### src/rtl/fpu_arb_pkg.sv
// Shared types and sizing for the FPU request arbiter.
package fpu_arb_pkg;

  localparam int unsigned ARB_NUM_REQ  = 4;
  localparam int unsigned FP_WIDTH     = 16;
  localparam int unsigned NUM_OPERANDS = 3;
  localparam int unsigned ARB_MAX_OUT  = 4;
  localparam int unsigned STATUS_W     = 5;

  typedef struct packed {
    logic [NUM_OPERANDS-1:0][FP_WIDTH-1:0] operands;
    logic [2:0]                            rnd_mode;
    logic [3:0]                            op;
    logic                                  op_mod;
    logic [2:0]                            src_fmt;
    logic [2:0]                            dst_fmt;
    logic [1:0]                            int_fmt;
    logic                                  vectorial_op;
  } fpu_req_t;

  typedef enum logic [1:0] {
    IDLE  = 2'd0,
    ISSUE = 2'd1,
    FLUSH = 2'd2
  } state_e;

endpackage

### src/rtl/fpu_req_arbiter_rr.sv
// Combinational round-robin picker: first requester at or after the pointer wins.
module rr_arbiter #(
  parameter int unsigned N  = 4,
  parameter int unsigned IW = $clog2(N)
) (
  input  logic [N-1:0]  i_req,
  input  logic [IW-1:0] i_ptr,
  input  logic          i_en,
  output logic [N-1:0]  o_gnt,
  output logic [IW-1:0] o_idx
);

  logic          w_found;
  int unsigned   w_j;
  logic [IW-1:0] w_jidx;

  always_comb begin
    o_gnt   = '0;
    o_idx   = '0;
    w_found = 1'b0;
    w_j     = 0;
    w_jidx  = '0;
    for (int unsigned i = 0; i < N; i++) begin
      w_j    = (32'(i_ptr) + i) % N;
      w_jidx = IW'(w_j);
      if (i_en && !w_found && i_req[w_jidx]) begin
        w_found       = 1'b1;
        o_gnt[w_jidx] = 1'b1;
        o_idx         = w_jidx;
      end
    end
  end

endmodule

### src/rtl/fpu_req_arbiter.sv
// Shares one FPU between NUM_REQ requesters: round-robin issue, tag-routed
// responses, bounded in-flight count and a one-cycle flush sequence.
module fpu_req_arbiter
  import fpu_arb_pkg::*;
#(
  parameter int unsigned NUM_REQ = ARB_NUM_REQ,
  parameter int unsigned MAX_OUT = ARB_MAX_OUT
) (
  input  logic                       clk,
  input  logic                       rst,
  input  logic                       flush_i,
  input  logic [NUM_REQ-1:0]         req_valid_i,
  output logic [NUM_REQ-1:0]         req_ready_o,
  input  fpu_req_t                   req_data_i [NUM_REQ],
  output logic [NUM_REQ-1:0]         rsp_valid_o,
  input  logic [NUM_REQ-1:0]         rsp_ready_i,
  output logic [FP_WIDTH-1:0]        rsp_result_o,
  output logic [STATUS_W-1:0]        rsp_status_o,
  output logic                       fpu_in_valid_o,
  input  logic                       fpu_in_ready_i,
  output fpu_req_t                   fpu_req_o,
  output logic [$clog2(NUM_REQ)-1:0] fpu_tag_o,
  input  logic                       fpu_out_valid_i,
  output logic                       fpu_out_ready_o,
  input  logic [FP_WIDTH-1:0]        fpu_result_i,
  input  logic [STATUS_W-1:0]        fpu_status_i,
  input  logic [$clog2(NUM_REQ)-1:0] fpu_tag_i,
  output logic                       fpu_flush_o
);

  localparam int unsigned TAG_W = $clog2(NUM_REQ);
  localparam int unsigned CNT_W = $clog2(MAX_OUT + 1);

  state_e             r_state;
  state_e             w_state_nxt;
  logic [TAG_W-1:0]   r_grant;
  logic [TAG_W-1:0]   r_ptr;
  logic [CNT_W-1:0]   r_cnt;
  fpu_req_t           r_bundle;

  logic               w_arb_en;
  logic [NUM_REQ-1:0] w_gnt;
  logic [TAG_W-1:0]   w_gnt_idx;
  logic               w_load;
  logic               w_in_hs;
  logic               w_out_hs;

  assign w_arb_en = (r_state == IDLE) && !flush_i && (r_cnt < CNT_W'(MAX_OUT));

  rr_arbiter #(.N(NUM_REQ), .IW(TAG_W)) u_rr (
    .i_req (req_valid_i),
    .i_ptr (r_ptr),
    .i_en  (w_arb_en),
    .o_gnt (w_gnt),
    .o_idx (w_gnt_idx)
  );

  // Next state, issue handshake and response demux.
  always_comb begin
    w_state_nxt     = r_state;
    w_load          = 1'b0;
    w_in_hs         = 1'b0;
    req_ready_o     = '0;
    fpu_in_valid_o  = 1'b0;
    fpu_flush_o     = 1'b0;
    rsp_valid_o     = '0;
    fpu_out_ready_o = 1'b0;

    unique case (r_state)
      IDLE: begin
        if (flush_i) begin
          w_state_nxt = FLUSH;
        end else if (|w_gnt) begin
          w_state_nxt = ISSUE;
          w_load      = 1'b1;
        end
      end
      ISSUE: begin
        // A same-cycle flush drops the op before the FPU can take it.
        if (flush_i) begin
          w_state_nxt = FLUSH;
        end else begin
          fpu_in_valid_o = 1'b1;
          if (fpu_in_ready_i) begin
            w_in_hs              = 1'b1;
            req_ready_o[r_grant] = 1'b1;
            w_state_nxt          = IDLE;
          end
        end
      end
      FLUSH: begin
        fpu_flush_o = 1'b1;
        w_state_nxt = IDLE;
      end
      default: w_state_nxt = IDLE;
    endcase

    if (r_state == FLUSH) begin
      fpu_out_ready_o = 1'b1;
    end else begin
      rsp_valid_o[fpu_tag_i] = fpu_out_valid_i;
      fpu_out_ready_o        = rsp_ready_i[fpu_tag_i];
    end
  end

  assign w_out_hs     = fpu_out_valid_i && fpu_out_ready_o;
  assign rsp_result_o = fpu_result_i;
  assign rsp_status_o = fpu_status_i;
  assign fpu_req_o    = r_bundle;
  assign fpu_tag_o    = r_grant;

  always_ff @(posedge clk or posedge rst) begin
    if (rst) begin
      r_state  <= IDLE;
      r_grant  <= '0;
      r_ptr    <= '0;
      r_cnt    <= '0;
      r_bundle <= '0;
    end else begin
      r_state <= w_state_nxt;
      if (w_load) begin
        r_grant  <= w_gnt_idx;
        r_bundle <= req_data_i[w_gnt_idx];
      end
      if (w_in_hs) begin
        r_ptr <= (r_grant == TAG_W'(NUM_REQ - 1)) ? '0 : r_grant + TAG_W'(1);
      end
      // In-flight count; simultaneous in and out handshakes cancel.
      if (r_state == FLUSH) begin
        r_cnt <= '0;
      end else if (w_in_hs && !w_out_hs) begin
        r_cnt <= r_cnt + CNT_W'(1);
      end else if (!w_in_hs && w_out_hs && (r_cnt != '0)) begin
        r_cnt <= r_cnt - CNT_W'(1);
      end
    end
  end

endmodule

### config.mk
export PLATFORM = sky130hd
export DESIGN_NAME = fpu_req_arbiter
export DESIGN_NICKNAME = d
export VERILOG_FILES = /design/src/rtl/fpu_arb_pkg.sv /design/src/rtl/fpu_req_arbiter_rr.sv /design/src/rtl/fpu_req_arbiter.sv
export SDC_FILE = /design/constraint.sdc
export NUM_CORES = 1
export LEC_CHECK = 0
export CAP_MARGIN = 20
export CORE_AREA = 2 2 153 155
export CTS_CLUSTER_DIAMETER = 200
export DETAILED_ROUTE_END_ITERATION = 10
export DIE_AREA = 0 0 155 157
export GPL_ROUTABILITY_DRIVEN = 0
export SLEW_MARGIN = 15
export SYNTH_ARGS = -nofsm -noshare
export SYNTH_HDL_FRONTEND = slang
export SYNTH_SLANG_ARGS = --single-unit
### constraint.sdc
create_clock -name clk -period 7.8 [get_ports clk]
set_clock_uncertainty 0.1 [all_clocks]
set_input_delay 1.56 -clock clk [delete_from_list [all_inputs] [get_ports clk]]
set_output_delay 1.56 -clock clk [all_outputs]
set_load 0.02 [all_outputs]
; ---- Word-level counts from Yosys, hierarchy flattened
; Index checks and enable logic that the tools add are counted.
[totals]
out_inout_bits = 99
inputBits = 296
register_bits = 74
elab_cells = 133
[classes]
bitwise = 5
eq_ne = 5
n_mux = 59
n_lt_le_gt_ge = 14
addsub = 6
reduce_logical = 30
[ops]
columns = op, n
row1 = $bmux W65 S2, 1
row2 = $mux W65, 2
row3 = $mux W4, 8
row4 = $mux W1, 24
row5 = $logic_and A1 B1 Y1, 19
row6 = $lt A2 B3 Y1 const B, 6
row7 = $mux W2, 9
row8 = $demux W1 S2, 6
row9 = $ge A2 B1 Y1 const B, 6
row10 = $or A4 B4 Y4, 3
row11 = $bmux W1 S2, 5
row12 = $mux W3, 3
row13 = $logic_not A1 Y1, 6
row14 = $reduce_bool A3 Y1, 2
row15 = $add A2 B1 Y2 const B, 2
row16 = $add A2 B2 Y2 const B, 2
row17 = $and A4 B4 Y4, 1
row18 = $eq A2 B2 Y1 const B, 2
row19 = $pmux W2 S2, 1
row20 = $reduce_or A4 Y1, 1
row21 = $add A3 B1 Y3 const B, 1
row22 = $ge A3 B3 Y1 const B, 1
row23 = $lt A3 B3 Y1 const B, 1
row24 = $ne A3 B2 Y1 const B, 1
row25 = other kinds (6), 6

; ---- Logic depth before layout (Yosys ltp)
; Gate-level depths: netlist of run 1.
[depth]
depth_word = 21
mapped_depth = 13
mapped_depth_nobuf = 11

; ---- By module
; Synthesis of run 1 repeated with hierarchy kept, for this count alone.
[unflattened]
cells_unflattened = 376
area_unflattened_um2 = 5300.1
[by_module_without_submodules]
columns = mod, cells_each, n_inst, seq_area_each_um2, area_each_um2
row1 = fpu_req_arbiter, 305, 1, 1851.8, 4725.8
row2 = rr_arbiter, 71, 1, 0.0, 574.3

; ---- Least setup slack after synthesis of run 1
; No wires, ideal clock.
[synth_path]
kind = input-to-output
start = input port fpu_tag_i[0]
end = output port fpu_out_ready_o
cell_stages = 2
arrival_ps = 2374
t_required_ps = 6140
n_path_buf = 0
slack_ps = 3766
cell_sequence = mux4_2 -> or2_2
[synth_via]
elab_chain_len = 3
[synth_rtl]
columns = item, line_no
row1 = from (decl), fpu_req_arbiter.sv:27  ; input logic [$clog2(NUM_REQ)-1:0] fpu_tag_i,
row2 = $bmux W1 S2, fpu_req_arbiter.sv:102  ; fpu_out_ready_o = rsp_ready_i[fpu_tag_i];
row3 = $mux W1 (not written as such), fpu_req_arbiter.sv:102
row4 = $mux W1, fpu_req_arbiter.sv:98  ; if (r_state == FLUSH) begin
row5 = to (decl), fpu_req_arbiter.sv:24  ; output logic fpu_out_ready_o,
; No other way between the ends. The select of a mux whose other input is x is not followed.

; ---- Worst setup path in the final report of run 1
[layout_path]
start = input port req_valid_i[3]
end = register r_bundle, in the netlist fpu_req_o[36]
[layout_via]
elab_chain_len = 20
word_cells_on_any_way = 40
cone_classes = mux (25) / bitwise (4) / reduce/logical (11)
[layout_rtl]
columns = item, line_no
row1 = from (decl), fpu_req_arbiter.sv:12  ; input logic [NUM_REQ-1:0] req_valid_i,
row2 = $bmux W1 S2, fpu_req_arbiter_rr.sv:26  ; if (i_en && !w_found && i_req[w_jidx]) begin
row3 = $mux W1 (not written as such), fpu_req_arbiter_rr.sv:26
row4 = $logic_and A1 B1 Y1, fpu_req_arbiter_rr.sv:26
row5 = $mux W1, fpu_req_arbiter_rr.sv:26
row6 = $logic_not A1 Y1, fpu_req_arbiter_rr.sv:26
row7 = $logic_and A1 B1 Y1 (2 in a row), fpu_req_arbiter_rr.sv:26
row8 = $mux W1, fpu_req_arbiter_rr.sv:26
row9 = $logic_not A1 Y1, fpu_req_arbiter_rr.sv:26
row10 = $logic_and A1 B1 Y1 (2 in a row), fpu_req_arbiter_rr.sv:26
row11 = $mux W1, fpu_req_arbiter_rr.sv:26
row12 = $logic_not A1 Y1, fpu_req_arbiter_rr.sv:26
row13 = $logic_and A1 B1 Y1 (2 in a row), fpu_req_arbiter_rr.sv:26
row14 = $mux W4 / $mux W2 (equally long branches), fpu_req_arbiter_rr.sv:26
row15 = $reduce_or A4 Y1 / $not A2 Y3 (equally long branches), "fpu_req_arbiter.sv:73, fpu_req_arbiter.sv:123"
row16 = $mux W1 / $bmux W65 S2 (equally long branches), "fpu_req_arbiter.sv:73, fpu_req_arbiter.sv:123"
row17 = $mux W1 / $mux W65 (equally long branches), "fpu_req_arbiter.sv:71, fpu_req_arbiter.sv:123"
row18 = $mux W1 / $mux W65 (equally long branches), "fpu_req_arbiter.sv:69, fpu_req_arbiter.sv:123"
row19 = to (signal assigned), fpu_req_arbiter.sv:123  ; r_bundle <= req_data_i[w_gnt_idx];
row20 = to (decl), fpu_req_arbiter.sv:39  ; fpu_req_t r_bundle;
; Parallel ways exist; a longest one is shown, timed or not. The select of a mux whose other input is x is not followed.
; A chain may end at the register's enable or synchronous reset.

==> flow_summary.toml, run 1 <==
[status]
status = "finished, final reports clean"

[hold_path]
min_from = "fpu_req_o[56]$_DFFE_PP0P_"
hold_class = "flop to flop"

[job]
max-cap-violations = 0

[placement]
place_hpwl_mm = 17.98
port-buffer-count = 352
dp_cells = 1212

[cells_and_area]
mostFrequentLayoutCell = "clkdlybuf4s50_1"
n_antenna_cell = 0
area_growth_pct = 62.67
mostFrequentLayoutCells = "clkdlybuf4s50_1, and3_1, a211oi_1"
utilization = 0.4461
fillCellCount = 2199
nets = 1247
final_cells = 1227
drive_gt1_frac = 0.1391

[power_and_ir_drop]
ir_drop_mv = 0.2638
power_mw = 3.380
p_leak_nw = 4.014
power.density_mw_per_mm2 = 336.7

[detailed_routing]
firstDrtPassIters = 4
drt-total-wl_mm = 25.13
vias = 6334
drt-initial-drc-count = 302
wl_per_cell_microns = 20.48
drcViolationCount = 0
vias_per_cell = 5.162
drt.antenna.violating_nets = 0

[timing]
maxSlewHeadroom = 0.2585
final.setup.tns_ns = 0
final-setup-viol-count = 0
worstMarginPinSlew_ns = 1.112
rsz0062_at_grt = "false"
finalHoldViolCount = 0
max_freq_mhz = 181.5
finalCritPeriodShare = 0.7065
slew_violations = 0
min_period_ns = 5.511

[grt]
grt_pass1_wl_mm = 37.16
antenna_found_initial = 0
grt_use_total = 0.1969
grt-ovfl-total = 0
grt_max_degree = 131
grt_pass1_vias = 6463

[synth]
synth-seq-cells = 74
synthFlopType = "dfrtp_1"
ys_warn_count = 0
synth-edff-count = 0
synth_nets = 970
avgSynthCellArea_sq_um = 9.336
yosysSeqAreaShare = 0.3001
synthCells = 661
netlist_area_sq_mm = 0.006171
ys_types = 39
synth-async-reset-ratio = 1.000

[critical_path]
crit_fanout = 72
critPathLaunchType = "input pin"
critPathLaunch = "req_valid_i[3]"
path_class = "input pin to flop"
reg2reg_from = "r_ptr[0]$_DFFE_PP0P_"
required_ns = 7.95
cp.arrival_ns = 5.66
crit_path_end_kind = "flop"

[floorplan]
start_util = 0.2742
num_rows = 55
die_y_microns = 157
die_x_microns = 155
core_region_area_sq_mm = 0.02250
die_area_sq_mm = 0.02434
io_pins = 395

[cts]
cts_hold_buffers = 0
cts_buffers = 9
post-cts-setup-buffer-count = 0
clk_pin_slew_ns = 0.07
cts_tree = "built"
insertion_delay_ns = 0.33
max-clock-path-buffers = 2
htree_levels = 3
cts.sinks = 74
post_cts_resized = 0
root_buffer = "clkbuf_16"
## cells in the mapped netlist (11+ instances only)
cell      number  share of area
buf_2         18          0.015
o31ai_1       26          0.032
a211oi_1      83           0.10
dfrtp_1       74           0.30
a211oi_2      50           0.10
o31ai_2       39          0.079
buf_4         27          0.033
inv_1         11         0.0067
and3_1       135           0.14
nand2_1       75          0.046
clkbuf_1      43          0.026
ha_1          12          0.024
## sequential cells by signal (all words and copies together), names as in the netlist
signal     cells
r_cnt          3
r_ptr          2
r_state        2
fpu_tag_o      2
fpu_req_o     65
## logic make-up (layout without fill, tap and decap cells)
group / Yosys count / after routing / synth area share
DFF: 74 / 74 / 0.3001
AOI/OAI and AO/OA: 218 / 218 / 0.3384
and+or+nand+nor: 236 / 236 / 0.2078
muxes: 14 / 14 / 0.03305
adders and majority gates: 13 / 13 / 0.02757
buffers and inverters: 106 / 387 / 0.09307
## power breakdown
part	switching, mW	total, mW	internal [mW]
Combinational	1.21	2.12	0.910
Clock	0.173	0.558	0.385
Sequential	0.131	0.702	0.570
## per-stage QoR
step | cell area (sq um) | hold slack [ns] | setup slack (ns)
floorplan | 6171 | 0.3567 | 3.766
detailed placement | 9634 | 0.3655 | 1.921
global placement | 9634 | 0.3616 | 2.030
finish | 10040 | 0.3733 | 2.289
global route | 10040 | 0.3921 | 1.994
CTS | 10020 | 0.3793 | 2.290
## path summary, 6_finish.rpt
| path | to | slack, ns | cells past startpoint |
|---|---|---|---|
| min reg2reg | fpu_req_o[56]$_DFFE_PP0P_ | 0.37 | 2 |
| max reg2reg | fpu_req_o[11]$_DFFE_PP0P_ | 2.49 | 8 |
| min in group asynchronous | fpu_req_o[20]$_DFFE_PP0P_ | 1.65 | 3 |
| min | fpu_req_o[56]$_DFFE_PP0P_ | 0.37 | 2 |
| max in group asynchronous | fpu_req_o[51]$_DFFE_PP0P_ | 5.41 | 3 |
| max | fpu_req_o[36]$_DFFE_PP0P_ | 2.29 | 8 |
## routing by layer
metal / GRT usage / part of all wire / vias up / wire (microns)
met3: 0.05452 / 0.077 / 23 / 1943
met5: 0 / 0 / - / 0
met1: 0.2380 / 0.42 / 3004 / 10480
li1: - / - / 3052 / -
met2: 0.3426 / 0.49 / 255 / 12280
met4: 0.05732 / 0.017 / 0 / 428
## final cells by class
type	count	area, sq um	area share
well taps	285	356.6	0.03552
clock inverters	5	150.1	0.01496
repair buffers	361	3595	0.3581
flip-flops and latches	74	1852	0.1845
multi-input cells	481	3804	0.3789
clock buffers	10	239.0	0.02381
inverters	11	42.54	0.004238
## critical path, stage by stage
cell	delay (ns)
clkdlybuf4s50_1	0.52
mux4_2	0.59
inv_1	0.16
o2111ai_4	0.55
nand2_4	0.99
buf_4	0.78
a211oi_1	0.18
o31ai_1	0.26
Note: power is estimated with default switching activity, not from simulation.
==> inputs of run 2 (changes only) <==
clock period = 5.7 ns   (was 7.8 ns; I/O delays follow)
==> run 2 against run 1 <==
  * Clock power rose by 23%
  * Sequential share of layout area barely moved
  * Highest routed layer unchanged
  * Critical endpoint is now fpu_out_ready_o
  * Clock-buffer cell count rose by 2
  * Critical path type is now input pin to primary output
==> flow_summary.toml, run 2 (synthesized netlist as in run 1, its figures left out) <==
[detailed_routing]
drt-total-wl_mm = 24.56
route.met3.wl_mm = 1.864
drt-initial-drc-count = 376
drt.antenna.violating_nets = 0
vias_per_cell = 5.141
met2WireLength_mm = 12.00
highest_layer = "met4"
wl_per_cell_microns = 19.92
wl_met1_mm = 10.28
firstDrtPassIters = 6
drcViolationCount = 0
vias = 6339

[grt]
grt_use_total = 0.1957
antenna_found_initial = 0
grt_max_degree = 63
grt-ovfl-total = 0
grt_pass1_wl_mm = 37.03
grt_pass1_vias = 6421

[critical_path]
path_class = "input pin to primary output"
crit_fanout = 5
required_ns = 4.46
crit_path_end_kind = "primary output"
cp.arrival_ns = 3.06
critPathLaunchType = "input pin"

[placement]
place_hpwl_mm = 18.07
port-buffer-count = 352

[timing]
finalCritPeriodShare = 0.7552
rsz0062_at_grt = "false"
slew_violations = 0
min_period_ns = 4.305
final.setup.tns_ns = 0
final-setup-viol-count = 0
worstMarginPinSlew_ns = 0.7509
finalHoldViolCount = 0
maxSlewHeadroom = 0.4953
max_freq_mhz = 232.3

[cts]
cts_hold_buffers = 0
cts_buffers = 9
root_buffer = "clkbuf_16"
cts_tree = "built"
insertion_delay_ns = 0.34
cts.sinks = 74
post_cts_resized = 0
max-clock-path-buffers = 2
clk_pin_slew_ns = 0.06
post-cts-setup-buffer-count = 0
htree_levels = 3

[floorplan]
die_y_microns = 157
start_util = 0.2742
core_region_area_sq_mm = 0.02250
io_pins = 395
num_rows = 55
die_x_microns = 155
die_area_sq_mm = 0.02434

[cells_and_area]
nets = 1252
drive_gt1_frac = 0.1435
largest_reg_flops = 65
mostFrequentLayoutCell = "clkdlybuf4s50_1"
area_growth_pct = 62.88
mostFrequentLayoutCells = "clkdlybuf4s50_1, and3_1, a211oi_1"
fillCellCount = 2201
utilization = 0.4467
n_antenna_cell = 0

[power_and_ir_drop]
power_mw = 4.562
ir_drop_mv = 0.1817
power.density_mw_per_mm2 = 453.9
p_leak_nw = 4.023

[hold_path]
hold_class = "flop to flop"

[job]
max-cap-violations = 0

[status]
status = "finished, final reports clean"
## run 2: report_power, final
group          total (mW)  internal [mW]  switching (mW)
combinational        2.92           1.27            1.64
clock               0.689          0.452           0.237
sequential          0.956          0.780           0.176
total                4.56           2.51            2.06
## run 2: stage by stage
stage               hold slack, ns  cells  cell area (sq um)  setup WS (ns)
floorplan                   0.3567    661               6171          2.506
finish                      0.3749   1233              10050          1.395
global placement            0.3602   1217               9697          1.403
CTS                         0.3786   1233              10050          1.376
global route                0.3965   1233              10050          1.154
detailed placement          0.3656   1217               9697          1.383
## run 2: path summary, 6_finish.rpt
| kind | cells past startpoint | start | slack (ns) | end |
|---|---|---|---|---|
| max in group asynchronous | 3 | rst | 3.34 | fpu_req_o[43]$_DFFE_PP0P_ |
| worst max-delay path | 4 | fpu_tag_i[0] | 1.40 | fpu_out_ready_o |
| min in group asynchronous | 2 | rst | 1.11 | fpu_req_o[17]$_DFFE_PP0P_ |
| worst min register to register | 2 | fpu_req_o[32]$_DFFE_PP0P_ | 0.37 | fpu_req_o[32]$_DFFE_PP0P_ |
| worst max register to register | 9 | r_ptr[0]$_DFFE_PP0P_ | 1.55 | fpu_req_o[36]$_DFFE_PP0P_ |
| worst min-delay path | 2 | fpu_req_o[32]$_DFFE_PP0P_ | 0.37 | fpu_req_o[32]$_DFFE_PP0P_ |
## run 2: layer usage
layer  GRT usage  vias up
met2      0.3386      265
met5           0        -
li1            -     3064
met4     0.06129        0
met3     0.05396       22
met1      0.2363     2988
## run 2: cell type report
cell class                 count  area [sq um]  area share
sequential                    74          1852      0.1842
multi-input combinational    481          3792      0.3773
clock buffer                  12         256.5     0.02552
tap                          285         356.6     0.03548
clock inverter                 4         97.59    0.009710
inverter                      11         42.54    0.004233
timing repair buffer         366          3654      0.3635
## run 2: worst max-delay path: stages
cell	delay, ns
clkdlybuf4s50_1	0.56
mux4_2	0.52
or2_2	0.30
clkdlybuf4s50_1	0.55
